--- src/rtl/rtc_clock_if.sv ---
// Time-of-day bus between rtc_clock and its host: control/load inputs, time and strobe outputs.
// Alarm inputs exist only when RTC_ALARM_EN is defined.
interface rtc_clock_if;
    logic       en;
    logic       load;
    logic [5:0] load_sec;
    logic [5:0] load_min;
    logic [4:0] load_hour;
    logic       mode12;
    logic [5:0] sec;
    logic [5:0] min;
    logic [4:0] hour;
    logic [4:0] hour_disp;
    logic       pm;
    logic       sec_tick;
    logic       min_tick;
    logic       hour_tick;
    logic       day_tick;
    logic       load_err;
    logic       alarm;
`ifdef RTC_ALARM_EN
    logic       alarm_arm;
    logic [5:0] alarm_min;
    logic [4:0] alarm_hour;

    modport master (
        output en, load, load_sec, load_min, load_hour, mode12,
        output alarm_arm, alarm_min, alarm_hour,
        input  sec, min, hour, hour_disp, pm,
        input  sec_tick, min_tick, hour_tick, day_tick, load_err, alarm
    );
    modport slave (
        input  en, load, load_sec, load_min, load_hour, mode12,
        input  alarm_arm, alarm_min, alarm_hour,
        output sec, min, hour, hour_disp, pm,
        output sec_tick, min_tick, hour_tick, day_tick, load_err, alarm
    );
`else
    modport master (
        output en, load, load_sec, load_min, load_hour, mode12,
        input  sec, min, hour, hour_disp, pm,
        input  sec_tick, min_tick, hour_tick, day_tick, load_err, alarm
    );
    modport slave (
        input  en, load, load_sec, load_min, load_hour, mode12,
        output sec, min, hour, hour_disp, pm,
        output sec_tick, min_tick, hour_tick, day_tick, load_err, alarm
    );
`endif
endinterface

--- src/rtl/rtc_clock.sv ---
// hh:mm:ss time-of-day counter with prescaler, validated load, 12/24h display and rollover strobes.
// Optional alarm comparator enabled by defining RTC_ALARM_EN.
module rtc_clock #(
    parameter int TICK_DIV      = 100000000,
    parameter int HOURS_PER_DAY = 24
) (
    input  logic           clk,
    input  logic           rst,
    rtc_clock_if.slave     bus
);
    localparam int             PW         = $clog2(TICK_DIV);
    localparam logic [PW-1:0]  PRESC_LAST = PW'(TICK_DIV - 1);
    localparam logic [4:0]     HOUR_LAST  = 5'(HOURS_PER_DAY - 1);

    logic [PW-1:0] presc_reg;
    logic [5:0]    sec_reg;
    logic [5:0]    min_reg;
    logic [4:0]    hour_reg;
    logic          sec_tick_reg;
    logic          min_tick_reg;
    logic          hour_tick_reg;
    logic          day_tick_reg;
    logic          load_err_reg;
    logic          alarm_reg;

    logic          load_ok;
    logic          wrap;
    logic          advance;
    logic          sec_wrap;
    logic          min_wrap;
    logic          hour_wrap;
    logic [5:0]    sec_next;
    logic [5:0]    min_next;
    logic [4:0]    hour_next;
    logic          alarm_hit;
    logic [4:0]    hour_disp_next;
    logic          pm_next;

    assign load_ok = (bus.load_sec < 6'd60) && (bus.load_min < 6'd60) && (bus.load_hour <= HOUR_LAST);
    assign wrap    = bus.en && (presc_reg == PRESC_LAST);
    // A rejected load still lets the prescaler run but swallows that cycle's advance.
    assign advance = wrap && !bus.load;

    assign sec_wrap  = (sec_reg == 6'd59);
    assign min_wrap  = sec_wrap && (min_reg == 6'd59);
    assign hour_wrap = min_wrap && (hour_reg == HOUR_LAST);

    assign sec_next  = sec_wrap ? 6'd0 : sec_reg + 6'd1;
    assign min_next  = sec_wrap ? ((min_reg == 6'd59) ? 6'd0 : min_reg + 6'd1) : min_reg;
    assign hour_next = min_wrap ? (hour_wrap ? 5'd0 : hour_reg + 5'd1) : hour_reg;

`ifdef RTC_ALARM_EN
    assign alarm_hit = bus.alarm_arm && (sec_next == 6'd0) &&
                       (min_next == bus.alarm_min) && (hour_next == bus.alarm_hour);
`else
    assign alarm_hit = 1'b0;
`endif

    always_ff @(posedge clk) begin
        if (rst) begin
            presc_reg     <= '0;
            sec_reg       <= '0;
            min_reg       <= '0;
            hour_reg      <= '0;
            sec_tick_reg  <= 1'b0;
            min_tick_reg  <= 1'b0;
            hour_tick_reg <= 1'b0;
            day_tick_reg  <= 1'b0;
            load_err_reg  <= 1'b0;
            alarm_reg     <= 1'b0;
        end else begin
            sec_tick_reg  <= 1'b0;
            min_tick_reg  <= 1'b0;
            hour_tick_reg <= 1'b0;
            day_tick_reg  <= 1'b0;
            load_err_reg  <= 1'b0;
            alarm_reg     <= 1'b0;
            if (bus.load && load_ok) begin
                sec_reg   <= bus.load_sec;
                min_reg   <= bus.load_min;
                hour_reg  <= bus.load_hour;
                presc_reg <= '0;
            end else begin
                load_err_reg <= bus.load;
                if (bus.en) begin
                    presc_reg <= wrap ? '0 : presc_reg + PW'(1);
                end
                if (advance) begin
                    sec_reg       <= sec_next;
                    min_reg       <= min_next;
                    hour_reg      <= hour_next;
                    sec_tick_reg  <= 1'b1;
                    min_tick_reg  <= sec_wrap;
                    hour_tick_reg <= min_wrap;
                    day_tick_reg  <= hour_wrap;
                    alarm_reg     <= alarm_hit;
                end
            end
        end
    end

    // Midnight shows as 12 in 12-hour mode; only a 24-hour day has a PM half.
    always_comb begin
        hour_disp_next = hour_reg;
        pm_next        = 1'b0;
        if (bus.mode12) begin
            if (hour_reg == 5'd0) begin
                hour_disp_next = 5'd12;
            end else if (HOURS_PER_DAY == 24 && hour_reg >= 5'd12) begin
                pm_next = 1'b1;
                if (hour_reg > 5'd12) begin
                    hour_disp_next = hour_reg - 5'd12;
                end
            end
        end
    end

    assign bus.sec       = sec_reg;
    assign bus.min       = min_reg;
    assign bus.hour      = hour_reg;
    assign bus.hour_disp = hour_disp_next;
    assign bus.pm        = pm_next;
    assign bus.sec_tick  = sec_tick_reg;
    assign bus.min_tick  = min_tick_reg;
    assign bus.hour_tick = hour_tick_reg;
    assign bus.day_tick  = day_tick_reg;
    assign bus.load_err  = load_err_reg;
    assign bus.alarm     = alarm_reg;
endmodule

--- src/flat_wrapper.sv ---
// flat-port wrapper written by rule: the top's interface ports become plain ports
module rtc_clock_flat 
#(
    parameter int TICK_DIV      = 100000000,
    parameter int HOURS_PER_DAY = 24
)
  (clk, rst, bus_en, bus_load, bus_load_sec, bus_load_min, bus_load_hour, bus_mode12, bus_sec, bus_min, bus_hour, bus_hour_disp, bus_pm, bus_sec_tick, bus_min_tick, bus_hour_tick, bus_day_tick, bus_load_err, bus_alarm);
  rtc_clock_if bus_i ();
  input  logic clk;
  input  logic rst;
  input wire logic [$bits(bus_i.en)-1:0] bus_en;
  input wire logic [$bits(bus_i.load)-1:0] bus_load;
  input wire logic [$bits(bus_i.load_sec)-1:0] bus_load_sec;
  input wire logic [$bits(bus_i.load_min)-1:0] bus_load_min;
  input wire logic [$bits(bus_i.load_hour)-1:0] bus_load_hour;
  input wire logic [$bits(bus_i.mode12)-1:0] bus_mode12;
  output wire logic [$bits(bus_i.sec)-1:0] bus_sec;
  output wire logic [$bits(bus_i.min)-1:0] bus_min;
  output wire logic [$bits(bus_i.hour)-1:0] bus_hour;
  output wire logic [$bits(bus_i.hour_disp)-1:0] bus_hour_disp;
  output wire logic [$bits(bus_i.pm)-1:0] bus_pm;
  output wire logic [$bits(bus_i.sec_tick)-1:0] bus_sec_tick;
  output wire logic [$bits(bus_i.min_tick)-1:0] bus_min_tick;
  output wire logic [$bits(bus_i.hour_tick)-1:0] bus_hour_tick;
  output wire logic [$bits(bus_i.day_tick)-1:0] bus_day_tick;
  output wire logic [$bits(bus_i.load_err)-1:0] bus_load_err;
  output wire logic [$bits(bus_i.alarm)-1:0] bus_alarm;
  assign bus_i.en = bus_en;
  assign bus_i.load = bus_load;
  assign bus_i.load_sec = bus_load_sec;
  assign bus_i.load_min = bus_load_min;
  assign bus_i.load_hour = bus_load_hour;
  assign bus_i.mode12 = bus_mode12;
  assign bus_sec = bus_i.sec;
  assign bus_min = bus_i.min;
  assign bus_hour = bus_i.hour;
  assign bus_hour_disp = bus_i.hour_disp;
  assign bus_pm = bus_i.pm;
  assign bus_sec_tick = bus_i.sec_tick;
  assign bus_min_tick = bus_i.min_tick;
  assign bus_hour_tick = bus_i.hour_tick;
  assign bus_day_tick = bus_i.day_tick;
  assign bus_load_err = bus_i.load_err;
  assign bus_alarm = bus_i.alarm;
  rtc_clock #(.TICK_DIV(TICK_DIV), .HOURS_PER_DAY(HOURS_PER_DAY)) u_core (.clk(clk), .rst(rst), .bus(bus_i));
endmodule
--- config.mk ---
export PLATFORM = sky130hd
export DESIGN_NAME = rtc_clock_flat
export DESIGN_NICKNAME = d
export VERILOG_FILES = /design/src/rtl/rtc_clock_if.sv /design/src/rtl/rtc_clock.sv /design/src/flat_wrapper.sv
export SDC_FILE = /design/constraint.sdc
export NUM_CORES = 1
export LEC_CHECK = 0
export CAP_MARGIN = 20
export CORE_ASPECT_RATIO = 1.1
export CORE_MARGIN = 2
export CORE_UTILIZATION = 50
export CTS_BUF_LIST = sky130_fd_sc_hd__clkbuf_8
export DETAILED_ROUTE_END_ITERATION = 10
export PLACE_DENSITY = 0.77
export SLEW_MARGIN = 20
export SYNTH_ARGS = -nofsm -noshare
export SYNTH_HDL_FRONTEND = slang
export SYNTH_SLANG_ARGS = --single-unit
--- constraint.sdc ---
create_clock -name clk -period 2.94 [get_ports clk]
set_input_delay 0.588 -clock clk [delete_from_list [all_inputs] [get_ports clk]]
set_output_delay 0.588 -clock clk [all_outputs]
set_load 0.005 [all_outputs]
==> results.md, run 1 <==
* Critical-path cell list: inv_1 > ha_1 > and2_1 > nor3b_1 > o21ai_1 > mux2_2 > clkdlybuf4s50_1
* Total Routing Usage GR at 21.6%
* Diodes inserted at 0
* Synthesized flop and latch total at 49
* Layout Nets at 415
* Number of synthesized flops with an enable pin at 0
* RePlAce Congestion at 0.865
* Die Wd at 75.0 microns
* Most frequent cells in the layout: clkdlybuf4s50_1, dfxtp_1, nor2_1
* Clock latency on the worst-skew pair at 310 ps
* Wirelength per Cell at 13.8 microns
* Die area at 0.00615 sq mm
* Commonest non-fill, non-tap cell in the layout: clkdlybuf4s50_1
* Final Hold Fails at 0
* Drt initial violations at 106
* Root Driver: clkbuf_8
* Total Power at 0.00140 W
* Drt total wl at 6.37 mm
* Final setup vio count at 0
* Die Height at 82.1 microns
* Status: complete, no violations
* Final setup margin at 151 ps
* Final period util at 94.8%
* Arr. time, crit path at 2200 ps
* Post-CTS Setup Repair Bufs at 0
* Clock transition at the registers of the reported paths at 90 ps
* Final Skew at 8.16 ps
* Max FFs per register at 27
* Maximum clock rate at 0.359 GHz
* Syn. warnings at 0
* Mapped Cells at 333
* Largest net degree at the start of global routing at 26
* Total Neg Setup Slack at 0 ps
* PwrDens at 403 mW/mm^2
* Syn Area/Cell at 8.32 sq um
* Inst Count DP at 453
* First-pass GRT wire length at 10.5 mm
* Routed Antenna Nets at 0
* Clock sink count at 49
* I/O Pins at 51
* Layout cells sized above 1 at 9.07%
* VDD IR max at 0.000303 V
* Total of max-cap violations at 0
* Initial Utilization at 51.7%
* Worst slew margin at 57.6%
* CTS H-tree depth at 2
* Initial antenna violation count at 0
* Netlist cell types at 59
* Unrepaired setup endpoints after global routing: no
* Cell Area, Synth at 0.00277 sq mm
* Crit-path slowest cell: clkdlybuf4s50_1
* Seq/Total Area, Yosys at 35.4%
* Syn Nets at 363
* Detail Placement HPWL at 4.70 mm
* Dpl ws at 265 ps
* Rows at 28
* Worst Hold Class: flop to flop
* Core area at 0.00536 sq mm
* Vias in the first global route at 2399
* Crit end category: output pin
* Setup CP Type: flop to output pin
* Critical Path Source Type: flop
* DRC at 0
* Fin util at 64.6%
* LEAKAGE at 1.21 nW
* CTS tree: built
* Minimum clock period at 2790 ps
* Final Non-Filler Cells at 461
* First drt pass iteration count at 4
* Overflow after GRT at 0
* Clock buffer depth at 2
* CP peak stage delay at 440 ps
* Layout area overhead at 25.0%
* Slew @ Worst Pin at 630 ps
* Slew Limit Fails at 0
* Port-buffer cells at 49
* Main flop type after synthesis: dfxtp_1
* Max FO, Critical Path at 5
* Num CTS Buffers at 5
* Ys async rst share at 0%
* Reg-to-reg setup timing slack at 530 ps
* Drt via density at 5.48
* Required time of the critical path at 2350 ps
* Vias at 2526
## through the flow
stage / hold slack (ps) / area [sq um]
finish: 515 / 3460
CTS: 517 / 3460
floorplan: 471 / 2770
detailed placement: 503 / 3350
global route: 550 / 3460
global placement: 489 / 3350
## repair_timing
| action | 4_1_cts | 5_1_grt |
|---|---|---|
| endpoints found under the hold margin | 0 | 0 |
| resized for setup | 0 | 4 |
| setup endpoints to repair | 0 | 2 |
| hold buffers | 0 | 0 |
## cell type report
| type | count | area [sq um] |
|---|---|---|
| Timing Repair Buffer | 61 | 581 |
| Fill cell | 461 | 1900 |
| Clock buffer | 5 | 68.8 |
| Inverter | 9 | 33.8 |
| Sequential cell | 49 | 985 |
| Multi-Input combinational cell | 259 | 1660 |
| Clock inverter | 3 | 43.8 |
| Tap cell | 75 | 93.8 |
## Yosys cell counts (3+ instances only)
cell type	count	area (sq um)
nand3_1	23	115
buf_2	3	15.0
o31a_1	4	35.0
a21boi_0	4	30.0
or4_1	4	30.0
nor3_1	7	35.0
a22o_1	3	26.3
nand2_1	32	120
nand4_1	13	81.3
xnor2_1	8	70.1
ha_1	8	100
inv_1	9	33.8
nor2_1	42	158
o21ai_0	7	35.0
or3_1	3	18.8
nand3b_1	7	52.6
nor4_1	6	37.5
a21oi_1	10	50.1
nand4b_1	4	35.0
nand2b_1	4	25.0
mux2_2	3	33.8
clkbuf_1	8	30.0
and4_1	3	26.3
and2_1	5	31.3
xor2_1	19	166
dfxtp_1	49	981
o211ai_1	3	22.5
and3_1	5	31.3
## worst max-delay path: cells and delay by family (launching register included)
kind,cells,cell delay (ps)
buffers and inverters,2,520
DFF,1,370
and+or+nand+nor,2,370
adders and majority gates,1,210
muxes,1,290
AOI/OAI and AO/OA,1,120
## cell families after synthesis
group / Yosys count / share of synthesized area, %
other: 1 / 0.135
and+or+nand+nor: 171 / 33.9
buffers and inverters: 25 / 4.74
AOI/OAI and AO/OA: 47 / 11.7
adders and majority gates: 8 / 3.61
DFF: 49 / 35.4
muxes: 5 / 1.94
xor gates and xnor gates: 27 / 8.54
## path summary, 6_finish.rpt
path,to,start,depth (start not counted)
setup / recovery,bus_hour_disp[2],u_core.bus.hour[0]$_SDFFE_PP0P_,7
hold reg to reg,u_core.presc_reg[4]$_SDFFE_PP0P_,u_core.presc_reg[4]$_SDFFE_PP0P_,2
hold / removal,u_core.presc_reg[4]$_SDFFE_PP0P_,u_core.presc_reg[4]$_SDFFE_PP0P_,2
setup reg to reg,u_core.bus.min[3]$_SDFFE_PP0P_,u_core.bus.sec[0]$_SDFFE_PP0P_,6
## power by group
part | leakage [nW] | internal [W] | switching (W)
Combinational | 0.751 | 0.000116 | 0.0000865
Clock | 0.0585 | 0.000255 | 0.000230
Sequential | 0.399 | 0.000682 | 0.0000256
## routing by layer
| layer | wire length [microns] | track usage [%] | up-vias |
|---|---|---|---|
| li1 | - | - | 1290 |
| met1 | 2820 | 27.4 | 1169 |
| met3 | 280 | 4.29 | 9 |
| met4 | 80 | 8.93 | 0 |
| met2 | 3190 | 35.4 | 58 |
| met5 | 0 | 0 | - |
(Power assumes the default switching activity.)
==> run 2, diff against run 1 <==
ABC_CLOCK_PERIOD_IN_PS = 2940   (was default)
CAP_MARGIN = default   (was 20)
==> results of run 2 <==
Final layout, timing and power as in run 1 (identical DEF).
==> run 3, diff against run 2 <==
--- a/config.mk
+++ b/config.mk
@@ -8,2 +8,3 @@
 export ABC_CLOCK_PERIOD_IN_PS = 2940
+export CAP_MARGIN = 10
 export CORE_ASPECT_RATIO = 1.1
@@ -13,2 +14,3 @@
 export DETAILED_ROUTE_END_ITERATION = 10
+export MAX_ROUTING_LAYER = met4
 export PLACE_DENSITY = 0.77
--- a/constraint.sdc
+++ b/constraint.sdc
@@ -3,2 +3,2 @@
 set_output_delay 0.588 -clock clk [all_outputs]
-set_load 0.005 [all_outputs]
+set_load 0.01 [all_outputs]
==> results.md, run 3 (synthesized netlist as in run 1, its figures left out) <==
* Clock transition at the registers of the reported paths at 90 ps (about the same)
* Total Power at 0.00136 W (-2.8%)
* Slew @ Worst Pin at 640 ps (+9.72 ps)
* Commonest non-fill, non-tap cell in the layout: clkdlybuf4s50_1
* Max FFs per register at 27 (unchanged)
* Overflow after GRT at 0 (unchanged)
* Core area at 0.00536 sq mm (unchanged)
* Die Wd at 75.0 microns (unchanged)
* Port-buffer cells at 49 (unchanged)
* LEAKAGE at 1.20 nW (-0.33%)
* Detail Placement HPWL at 4.85 mm (+3.2%)
* Drt total wl at 6.53 mm (+2.6%)
* Clock sink count at 49 (unchanged)
* Die area at 0.00615 sq mm (unchanged)
* Rows at 28 (unchanged)
* DRC at 0 (unchanged)
* Layout Nets at 415 (unchanged)
* VDD IR max at 0.000281 V (-7.5%)
* Layout cells sized above 1 at 9.33% (+0.26 points)
* CTS Hold Bufs at 0 (unchanged)
* Final setup vio count at 0 (unchanged)
* Required time of the critical path at 2350 ps (about the same)
* Initial Utilization at 51.7% (unchanged)
* Vias in the first global route at 2393 (-0.25%)
* Routed Antenna Nets at 0 (unchanged)
* Initial antenna violation count at 0 (unchanged)
* CTS H-tree depth at 2 (unchanged)
* Layout area overhead at 24.9% (about the same)
* Largest net degree at the start of global routing at 26 (unchanged)
* CTS tree: built
* Clock power frac at 32.2% (-2.6 points)
* RePlAce Congestion at 0.883 (+2.0%)
* PwrDens at 392 mW/mm^2 (-2.8%)
* Critical Path Source Type: flop
* Slew Limit Fails at 0 (unchanged)
* Seq pwr share at 52.1% (+1.4 points)
* FILL cells at 484 (+5.0%)
* Total of max-cap violations at 0 (unchanged)
* Comb power frac at 15.7% (+1.2 points)
* Status: complete, no violations
* Final Skew at 9.52 ps (+1.35 ps)
* Num CTS Buffers at 5 (unchanged)
* I/O Pins at 51 (unchanged)
* Clock latency on the worst-skew pair at 310 ps (about the same)
* Final Hold Fails at 0 (unchanged)
* Total Neg Setup Slack at 0 ps (unchanged)
* Switching Share at 26.7% (+2.2 points)
* Drt initial violations at 113 (+6.6%)
* Most frequent cells in the layout: clkdlybuf4s50_1, dfxtp_1, nor2_1
* Die Height at 82.1 microns (unchanged)
* Int Power at 0.000993 W (-5.7%)
* Worst Hold Class: flop to flop
* Diodes inserted at 0 (unchanged)
* Final period util at 94.4% (-0.48 points)
* Switch Pwr at 0.000362 W (+5.9%)
* First-pass GRT wire length at 10.8 mm (+3.4%)
* Wirelength per Cell at 14.2 microns (+2.6%)
* Clock buffer depth at 2 (unchanged)
* Minimum clock period at 2770 ps (-14.2 ps)
* Crit end category: output pin
* Root Driver: clkbuf_8
* Total Routing Usage GR at 23.0% (+1.4 points)
* First drt pass iteration count at 4 (unchanged)
* Worst slew margin at 57.0% (-0.65 points)
* Max FO, Critical Path at 5 (unchanged)
* Vias at 2556 (+1.2%)
* Setup CP Type: flop to output pin
* Maximum clock rate at 0.360 GHz (+0.51%)
* Unrepaired setup endpoints after global routing: no
* Arr. time, crit path at 2190 ps (about the same)
* Drt via density at 5.54 (+1.2%)
-- run 3: changes by cell type in the layout (fill, tap and decap cells not counted), sizes merged --
cell,previous run,this run
bufinv,1,0
clkbuf,5,6
-- run 3: power groups by stage --
stage                     clock network (W)  registers (W)  logic (W)
after floorplan                           0       0.000722   0.000105
after global placement                    0       0.000721   0.000209
after detailed placement                  0       0.000722   0.000211
after CTS                          0.000445       0.000706   0.000213
after global routing               0.000479       0.000710   0.000234
final                              0.000436       0.000707   0.000213
-- run 3: worst paths after layout --
path,cells past startpoint,slack (ps),start,endpoint
worst max register to register,6,510,u_core.bus.sec[0]$_SDFFE_PP0P_,u_core.bus.min[3]$_SDFFE_PP0P_
worst min register to register,2,510,u_core.presc_reg[4]$_SDFFE_PP0P_,u_core.presc_reg[4]$_SDFFE_PP0P_
worst max-delay path,7,170,u_core.bus.hour[0]$_SDFFE_PP0P_,bus_hour_disp[2]
worst min-delay path,2,510,u_core.presc_reg[4]$_SDFFE_PP0P_,u_core.presc_reg[4]$_SDFFE_PP0P_
-- run 3: worst max-delay path, stage by stage, from the launching register on --
cell             delay, ps
dfxtp_4                380
inv_1                   70
ha_1                   210
and2_1                 190
nor3b_2                170
o21ai_0                110
mux2_2                 280
clkdlybuf4s50_1        470
-- run 3: cell type report --
class / count / area [sq um] / share of cell area [%]
flip-flops and latches: 49 / 990 / 28.6
multi-input cells: 259 / 1660 / 48.0
clock buffers: 6 / 82.6 / 2.39
clock inverters: 2 / 17.5 / 0.506
repair buffers: 61 / 581 / 16.8
inverters: 9 / 33.8 / 0.976
well taps: 75 / 93.8 / 2.71
-- run 3: metal layers --
metal | track usage, % | wire length [microns]
met5 | - | 0
met4 | 7.50 | 94
met3 | 4.17 | 282
met2 | 38.1 | 3270
met1 | 28.2 | 2890
-- run 3: repair_timing --
item | 4_1_cts | 5_1_grt
buffers inserted | 0 | 0
setup endpoints to repair | 0 | 2
gates resized for setup | 0 | 6
-- run 3: metrics by stage --
| stage | area (sq um) | util, % | setup slack, ps | hold slack (ps) | std cells |
|---|---|---|---|---|---|
| floorplan | 2770 | - | 704 | 471 | 333 |
| global placement | 3350 | 62.4 | 298 | 487 | 453 |
| detailed placement | 3350 | 62.4 | 230 | 496 | 453 |
| CTS | 3450 | 64.3 | 48.6 | 508 | 461 |
| global route | 3460 | 64.6 | 22.9 | 542 | 461 |
| finish | 3460 | 64.6 | 166 | 505 | 461 |
